--- config.mk ---
export PLATFORM = sky130hd
export DESIGN_NAME = round_manager
export DESIGN_NICKNAME = d
export VERILOG_FILES = /design/src/rtl/round_manager.sv
export SDC_FILE = /design/constraint.sdc
export NUM_CORES = 1
export LEC_CHECK = 0
export ABC_CLOCK_PERIOD_IN_PS = 12850
export CAP_MARGIN = 20
export CORE_MARGIN = 3
export CORE_UTILIZATION = 52
export DETAILED_ROUTE_END_ITERATION = 6
export PLACE_DENSITY = 0.77
export SKIP_LAST_GASP = 1
export SLEW_MARGIN = 20
export SYNTH_ARGS = -nofsm -noshare
export SYNTH_HDL_FRONTEND = slang
export SYNTH_SLANG_ARGS = --single-unit
--- constraint.sdc ---
create_clock -name clk -period 12.85 [get_ports clk]
set_clock_uncertainty 0.2 [all_clocks]
set_input_delay 3.855 -clock clk [delete_from_list [all_inputs] [get_ports clk]]
set_output_delay 3.855 -clock clk [all_outputs]
set_load 0.03 [all_outputs]
--- src/rtl/round_manager.sv ---
`default_nettype none
// ============================================================================
// Module   : round_manager
// Purpose  : Round/match sequencer: HP bookkeeping, round clock, KO/time-out
//            resolution, win counting and fight gating for the HUD.
// Revision : 1.0 - initial release
// ============================================================================
module round_manager #(
  parameter int HP_MAX         = 100,
  parameter int DMG_LIGHT      = 8,
  parameter int DMG_HEAVY      = 14,
  parameter int FRAMES_PER_SEC = 60,
  parameter int ROUND_SECONDS  = 99,
  parameter int INTRO_FRAMES   = 120,
  parameter int KO_FRAMES      = 90,
  parameter int WINS_TO_MATCH  = 2,
  parameter int MAX_ROUNDS     = 5
) (
  input  logic       clk,
  input  logic       reset,
  input  logic       SCEN,
  input  logic       start,
  input  logic       p1_hit_event,
  input  logic       p2_hit_event,
  input  logic [1:0] p1_attack_type,
  input  logic [1:0] p2_attack_type,
  output logic [7:0] p1_hp,
  output logic [7:0] p2_hp,
  output logic [6:0] round_time,
  output logic [2:0] round_state,
  output logic [2:0] round_num,
  output logic [1:0] p1_wins,
  output logic [1:0] p2_wins,
  output logic       fight_enable,
  output logic       match_over,
  output logic [1:0] winner
);

  typedef enum logic [2:0] {
    ST_IDLE       = 3'd0,
    ST_INTRO      = 3'd1,
    ST_FIGHT      = 3'd2,
    ST_KO         = 3'd3,
    ST_MATCH_OVER = 3'd4
  } state_e;

  localparam logic [7:0]  c_hp_max        = 8'(HP_MAX);
  localparam logic [7:0]  c_dmg_light     = 8'(DMG_LIGHT);
  localparam logic [7:0]  c_dmg_heavy     = 8'(DMG_HEAVY);
  localparam logic [6:0]  c_round_seconds = 7'(ROUND_SECONDS);
  localparam logic [15:0] c_fps_last      = 16'(FRAMES_PER_SEC - 1);
  localparam logic [15:0] c_intro_last    = 16'(INTRO_FRAMES - 1);
  localparam logic [15:0] c_ko_last       = 16'(KO_FRAMES - 1);
  localparam logic [1:0]  c_wins_to_match = 2'(WINS_TO_MATCH);
  localparam logic [2:0]  c_max_rounds    = 3'(MAX_ROUNDS);

  state_e      state_q, state_d;
  logic [7:0]  p1_hp_q, p1_hp_d;
  logic [7:0]  p2_hp_q, p2_hp_d;
  logic [6:0]  round_time_q, round_time_d;
  logic [2:0]  round_num_q, round_num_d;
  logic [1:0]  p1_wins_q, p1_wins_d;
  logic [1:0]  p2_wins_q, p2_wins_d;
  logic [1:0]  winner_q, winner_d;
  logic        fight_enable_q, fight_enable_d;
  logic        match_over_q, match_over_d;
  logic [15:0] frame_cnt_q, frame_cnt_d;
  logic [15:0] phase_cnt_q, phase_cnt_d;

  logic [7:0]  w_p1_hp_hit;
  logic [7:0]  w_p2_hp_hit;
  logic        w_frame_wrap;
  logic [6:0]  w_round_time_tick;
  logic        w_ko;
  logic        w_timeout;
  logic        w_load_round;

  function automatic logic [7:0] hit_damage(input logic [1:0] attack_type);
    return (attack_type == 2'd2) ? c_dmg_heavy : c_dmg_light;
  endfunction

  function automatic logic [7:0] sat_sub(input logic [7:0] hp, input logic [7:0] dmg);
    return (hp > dmg) ? (hp - dmg) : 8'd0;
  endfunction

  // A player's HP is reduced by the damage of the *opponent's* attack type.
  always_comb begin
    w_p1_hp_hit       = p1_hit_event ? sat_sub(p1_hp_q, hit_damage(p2_attack_type)) : p1_hp_q;
    w_p2_hp_hit       = p2_hit_event ? sat_sub(p2_hp_q, hit_damage(p1_attack_type)) : p2_hp_q;
    w_frame_wrap      = (frame_cnt_q == c_fps_last);
    w_round_time_tick = (w_frame_wrap && (round_time_q != 7'd0)) ? (round_time_q - 7'd1)
                                                                 : round_time_q;
    w_ko              = (w_p1_hp_hit == 8'd0) || (w_p2_hp_hit == 8'd0);
    w_timeout         = (w_round_time_tick == 7'd0);
  end

  always_comb begin
    state_d        = state_q;
    p1_hp_d        = p1_hp_q;
    p2_hp_d        = p2_hp_q;
    round_time_d   = round_time_q;
    round_num_d    = round_num_q;
    p1_wins_d      = p1_wins_q;
    p2_wins_d      = p2_wins_q;
    winner_d       = winner_q;
    frame_cnt_d    = frame_cnt_q;
    phase_cnt_d    = phase_cnt_q;
    w_load_round   = 1'b0;

    case (state_q)
      ST_IDLE: begin
        if (start) begin
          state_d      = ST_INTRO;
          round_num_d  = 3'd1;
          w_load_round = 1'b1;
        end
      end

      ST_INTRO: begin
        if (phase_cnt_q == c_intro_last) begin
          state_d     = ST_FIGHT;
          phase_cnt_d = 16'd0;
        end else begin
          phase_cnt_d = phase_cnt_q + 16'd1;
        end
      end

      ST_FIGHT: begin
        p1_hp_d      = w_p1_hp_hit;
        p2_hp_d      = w_p2_hp_hit;
        round_time_d = w_round_time_tick;
        frame_cnt_d  = w_frame_wrap ? 16'd0 : (frame_cnt_q + 16'd1);
        if (w_ko || w_timeout) begin
          state_d     = ST_KO;
          phase_cnt_d = 16'd0;
          // KO takes precedence over a simultaneous time-out.
          if (w_ko) begin
            if ((w_p2_hp_hit == 8'd0) && (w_p1_hp_hit != 8'd0)) begin
              p1_wins_d = p1_wins_q + 2'd1;
            end else if ((w_p1_hp_hit == 8'd0) && (w_p2_hp_hit != 8'd0)) begin
              p2_wins_d = p2_wins_q + 2'd1;
            end
          end else if (w_p1_hp_hit > w_p2_hp_hit) begin
            p1_wins_d = p1_wins_q + 2'd1;
          end else if (w_p2_hp_hit > w_p1_hp_hit) begin
            p2_wins_d = p2_wins_q + 2'd1;
          end
        end
      end

      ST_KO: begin
        if (phase_cnt_q == c_ko_last) begin
          phase_cnt_d = 16'd0;
          if (p1_wins_q == c_wins_to_match) begin
            state_d  = ST_MATCH_OVER;
            winner_d = 2'd1;
          end else if (p2_wins_q == c_wins_to_match) begin
            state_d  = ST_MATCH_OVER;
            winner_d = 2'd2;
          end else if (round_num_q == c_max_rounds) begin
            state_d  = ST_MATCH_OVER;
            winner_d = (p1_wins_q > p2_wins_q) ? 2'd1 :
                       (p2_wins_q > p1_wins_q) ? 2'd2 : 2'd3;
          end else begin
            state_d      = ST_INTRO;
            round_num_d  = round_num_q + 3'd1;
            w_load_round = 1'b1;
          end
        end else begin
          phase_cnt_d = phase_cnt_q + 16'd1;
        end
      end

      ST_MATCH_OVER: begin
        if (start) begin
          state_d      = ST_INTRO;
          round_num_d  = 3'd1;
          p1_wins_d    = 2'd0;
          p2_wins_d    = 2'd0;
          winner_d     = 2'd0;
          w_load_round = 1'b1;
        end
      end

      default: begin
        state_d = ST_IDLE;
      end
    endcase

    if (w_load_round) begin
      p1_hp_d      = c_hp_max;
      p2_hp_d      = c_hp_max;
      round_time_d = c_round_seconds;
      frame_cnt_d  = 16'd0;
      phase_cnt_d  = 16'd0;
    end

    fight_enable_d = (state_d == ST_FIGHT);
    match_over_d   = (state_d == ST_MATCH_OVER);
  end

  always_ff @(posedge clk) begin
    if (reset) begin
      state_q        <= ST_IDLE;
      p1_hp_q        <= c_hp_max;
      p2_hp_q        <= c_hp_max;
      round_time_q   <= c_round_seconds;
      round_num_q    <= 3'd0;
      p1_wins_q      <= 2'd0;
      p2_wins_q      <= 2'd0;
      winner_q       <= 2'd0;
      fight_enable_q <= 1'b0;
      match_over_q   <= 1'b0;
      frame_cnt_q    <= 16'd0;
      phase_cnt_q    <= 16'd0;
    end else if (SCEN) begin
      state_q        <= state_d;
      p1_hp_q        <= p1_hp_d;
      p2_hp_q        <= p2_hp_d;
      round_time_q   <= round_time_d;
      round_num_q    <= round_num_d;
      p1_wins_q      <= p1_wins_d;
      p2_wins_q      <= p2_wins_d;
      winner_q       <= winner_d;
      fight_enable_q <= fight_enable_d;
      match_over_q   <= match_over_d;
      frame_cnt_q    <= frame_cnt_d;
      phase_cnt_q    <= phase_cnt_d;
    end
  end

  assign p1_hp        = p1_hp_q;
  assign p2_hp        = p2_hp_q;
  assign round_time   = round_time_q;
  assign round_state  = state_q;
  assign round_num    = round_num_q;
  assign p1_wins      = p1_wins_q;
  assign p2_wins      = p2_wins_q;
  assign winner       = winner_q;
  assign fight_enable = fight_enable_q;
  assign match_over   = match_over_q;

endmodule
`default_nettype wire

==> out/metrics.yaml <==
placement:
  dpl.hpwl_mm: 7.167
  dpl_cell_area_um2: 4831
  gp_congestion: 0.9881
  portBuffers: 46
sta:
  drv_slew: 0
  hold_viol: 0
  max_freq_ghz: 0.1288
  relSlewSlack_pct: 50.32
  rsz0062_at_grt: "no"
  fin_crit_sh_pct: 60.41
  timing.hold.ws_ns: 0.2631
  worst_slew_pin_slew_ns: 0.7453
  finalCriticalPeriod_ns: 7.763
  finalSetupViolations: 0
  fin_tns_setup_ns: 0
detailed_routing:
  drt-initial-drc-count: 211
  drt-total-wl_mm: 9.930
  firstDrtPassIters: 4
  route.detailed.drc: 0
  wl_per_cell_um: 14.15
  dr_total_vias: 4052
  postRouteAntennaNets: 0
  vias_per_cell: 5.772
synthesis:
  ys_seq_area_share_pct: 32.01
  yosysMostFrequentCell: "dfxtp_1"
  synthTopCellsByCount: "69 x dfxtp_1, 63 x nor2_1, 48 x nand2_1, 46 x a21oi_1, 34 x o21ai_0"
  yosysWarnings: 0
  synth_fa_ha_area_share_pct: 7.017
  synth_edf_count: 0
  synth_xor_area_share_pct: 5.480
  synth_ff_type: "dfxtp_1"
  synth_top_family_by_area: "simple AND/OR/NAND/NOR gates"
  synth_compound_area_share_pct: 19.83
  async_flop_share_pct: 0
  yosys-top-cells-area: "dfxtp_1 32%, ha_1 6.1%, nor2_1 5.5%"
  synth_area_um2: 4315
  synth_top_area_share_pct: 32.01
  synthSimpleGateAreaFrac_pct: 30.47
  synth_fp_nets: 592
  synth.distinct_cells: 67
  syn_area_per_cell_um2: 7.720
  synth-seq-cells: 69
  synthCells: 559
  muxShareOfSynthArea_pct: 1.160
  yosysTopAreaCell: "dfxtp_1"
clock_tree:
  post_cts_buffers: 0
  clk_latency_ns: 0.35
  cts_tree: "yes"
  clkSlewWorstSetupHoldPaths_ns: 0.08
  htree_levels: 3
  clock_sinks: 69
  cts_buffers: 9
  cts_resized: 0
  cts_hold_buf: 0
  cts.path.max_buffers: 2
  clockRootBuffer: "clkbuf_8"
global_route:
  grt_pass1_wl_mm: 17.16
  grt_pass1_vias: 3780
  gr-total-overflow: 0
  gr-usage-all-layers_pct: 21.37
  antenna_found_initial: 0
  grt_max_degree: 48
critical_path:
  required_ns: 12.91
  slowest_delay_ns: 0.55
  critPathSlowestCell: "o41ai_1"
  cp-end-kind: "register"
  crit_path_max_fanout: 5
  path_cells: "clkdlybuf4s50_1 > nand2b_1 > ha_1 > nor4b_1 > nor2_1 > o41ai_1 > ha_1 > and3_1 > a221o_1 > a21oi_1 > o31ai_1 > o21bai_1 > a21boi_0 > or4_1 > a21oi_1"
  critical_path_class: "input pin to register"
  worstSetupStartpointType: "input pin"
  arrival_ns: 7.83
floorplanning:
  die_area_um2: 9427
  die_y_um: 97.10
  core.rowCount: 32
  coreArea_um2: 7888
  start_util_pct: 54.71
  fp.dieW_um: 97.10
  pin_count: 47
power_and_ir_drop:
  power.density_nw_per_um2: 89.67
  power.total_w: 0.0004521
  leakagePower_nw: 1.753
  ir_worst_vdd_mv: 0.05646
finish:
  seqCellArea_um2: 1381
  nNetsFinal: 628
  syn_to_final_growth_pct: 16.82
  final_util_pct: 63.91
  fin_area_um2: 5041
  fillCellCount: 686
  drive_gt1_share_pct: 5.667
  n_antenna_cell: 0
  multiInputGateArea_um2: 2760
hold_path:
  min_path_type: "register to register"
run:
  maxCapViolations: 0
run_status:
  status: "finished, final reports clean"
## worst paths after layout
kind,startpoint,cells past startpoint,endpoint,slack (ns)
hold reg to reg,winner[1],2,winner[1],0.26
hold / removal,winner[1],2,winner[1],0.26
setup reg to reg,p1_hp[1],17,p1_wins[1],8.82
setup / recovery,p1_attack_type[0],15,p1_wins[1],5.09
## registers in the layout, summed over array words and instances, names as in the netlist
signal        count
frame_cnt_q      16
phase_cnt_q      16
p1_hp             8
p2_hp             8
round_time        7
round_num         3
round_state       3
p1_wins           2
p2_wins           2
winner            2
fight_enable      1
match_over        1
## routing by layer
layer	up-vias	share of wire (%)	global-route usage (%)
met5	-	0	0
met4	0	1.2	6.371
met3	12	4.1	4.953
met2	80	46	34.50
met1	1886	49	28.49
li1	2074	-	-
## layout make-up
type	instances	share of cell area, %
clock inverters	5	1.167
well taps	102	2.532
repair buffers	48	9.432
inverters	23	1.713
clock buffers	11	3.003
multi-input cells	444	54.75
flip-flops and latches	69	27.40
## cell families (layout without fill, tap and decap cells)
logic type,count (synthesis),after routing
AOI/OAI and AO/OA,136,136
xor gates and xnor gates,27,27
adders and majority gates,23,23
buffers and inverters,46,87
DFF,69,69
muxes,5,5
and+or+nand+nor,253,253
## cells in the final DEF (no fill, tap or decap), drive strengths merged, types with 3 or more instances in the layout
cell type	n
nand2b	16
clkdlybuf4s50	46
inv	23
nand4	5
a31oi	4
a211o	3
nor3	31
nand3	19
and3	6
and2	4
or4	10
or2	5
a211oi	6
o211ai	3
nor4	8
xor2	10
and4	3
or3	12
nor2	63
o21ai	37
clkbuf	11
ha	21
o22ai	6
o31ai	5
nand3b	4
dfxtp	69
a21oi	46
mux2i	5
a21o	6
xnor2	17
nor2b	11
nand2	48
## per-stage QoR
stage	setup slack, ns	cells
floorplan	5.511	559
global placement	4.968	686
detailed placement	4.825	686
CTS	5.131	702
global route	4.730	702
finish	5.087	702
## power by group
group / internal, W / switching, W / leakage, nW
clock: 0.000100 / 0.0000848 / 0.102
sequential: 0.000216 / 0.00000319 / 0.557
combinational: 0.0000189 / 0.0000292 / 1.09
total: 0.000335 / 0.000117 / 1.75
## critical path: cells and delay by family
kind | cells | cell delay [ns]
AOI/OAI and AO/OA | 7 | 1.67
and+or+nand+nor | 5 | 1.30
adders and majority gates | 2 | 0.57
buffers and inverters | 1 | 0.43
Note: power is estimated with default switching activity, not from simulation.
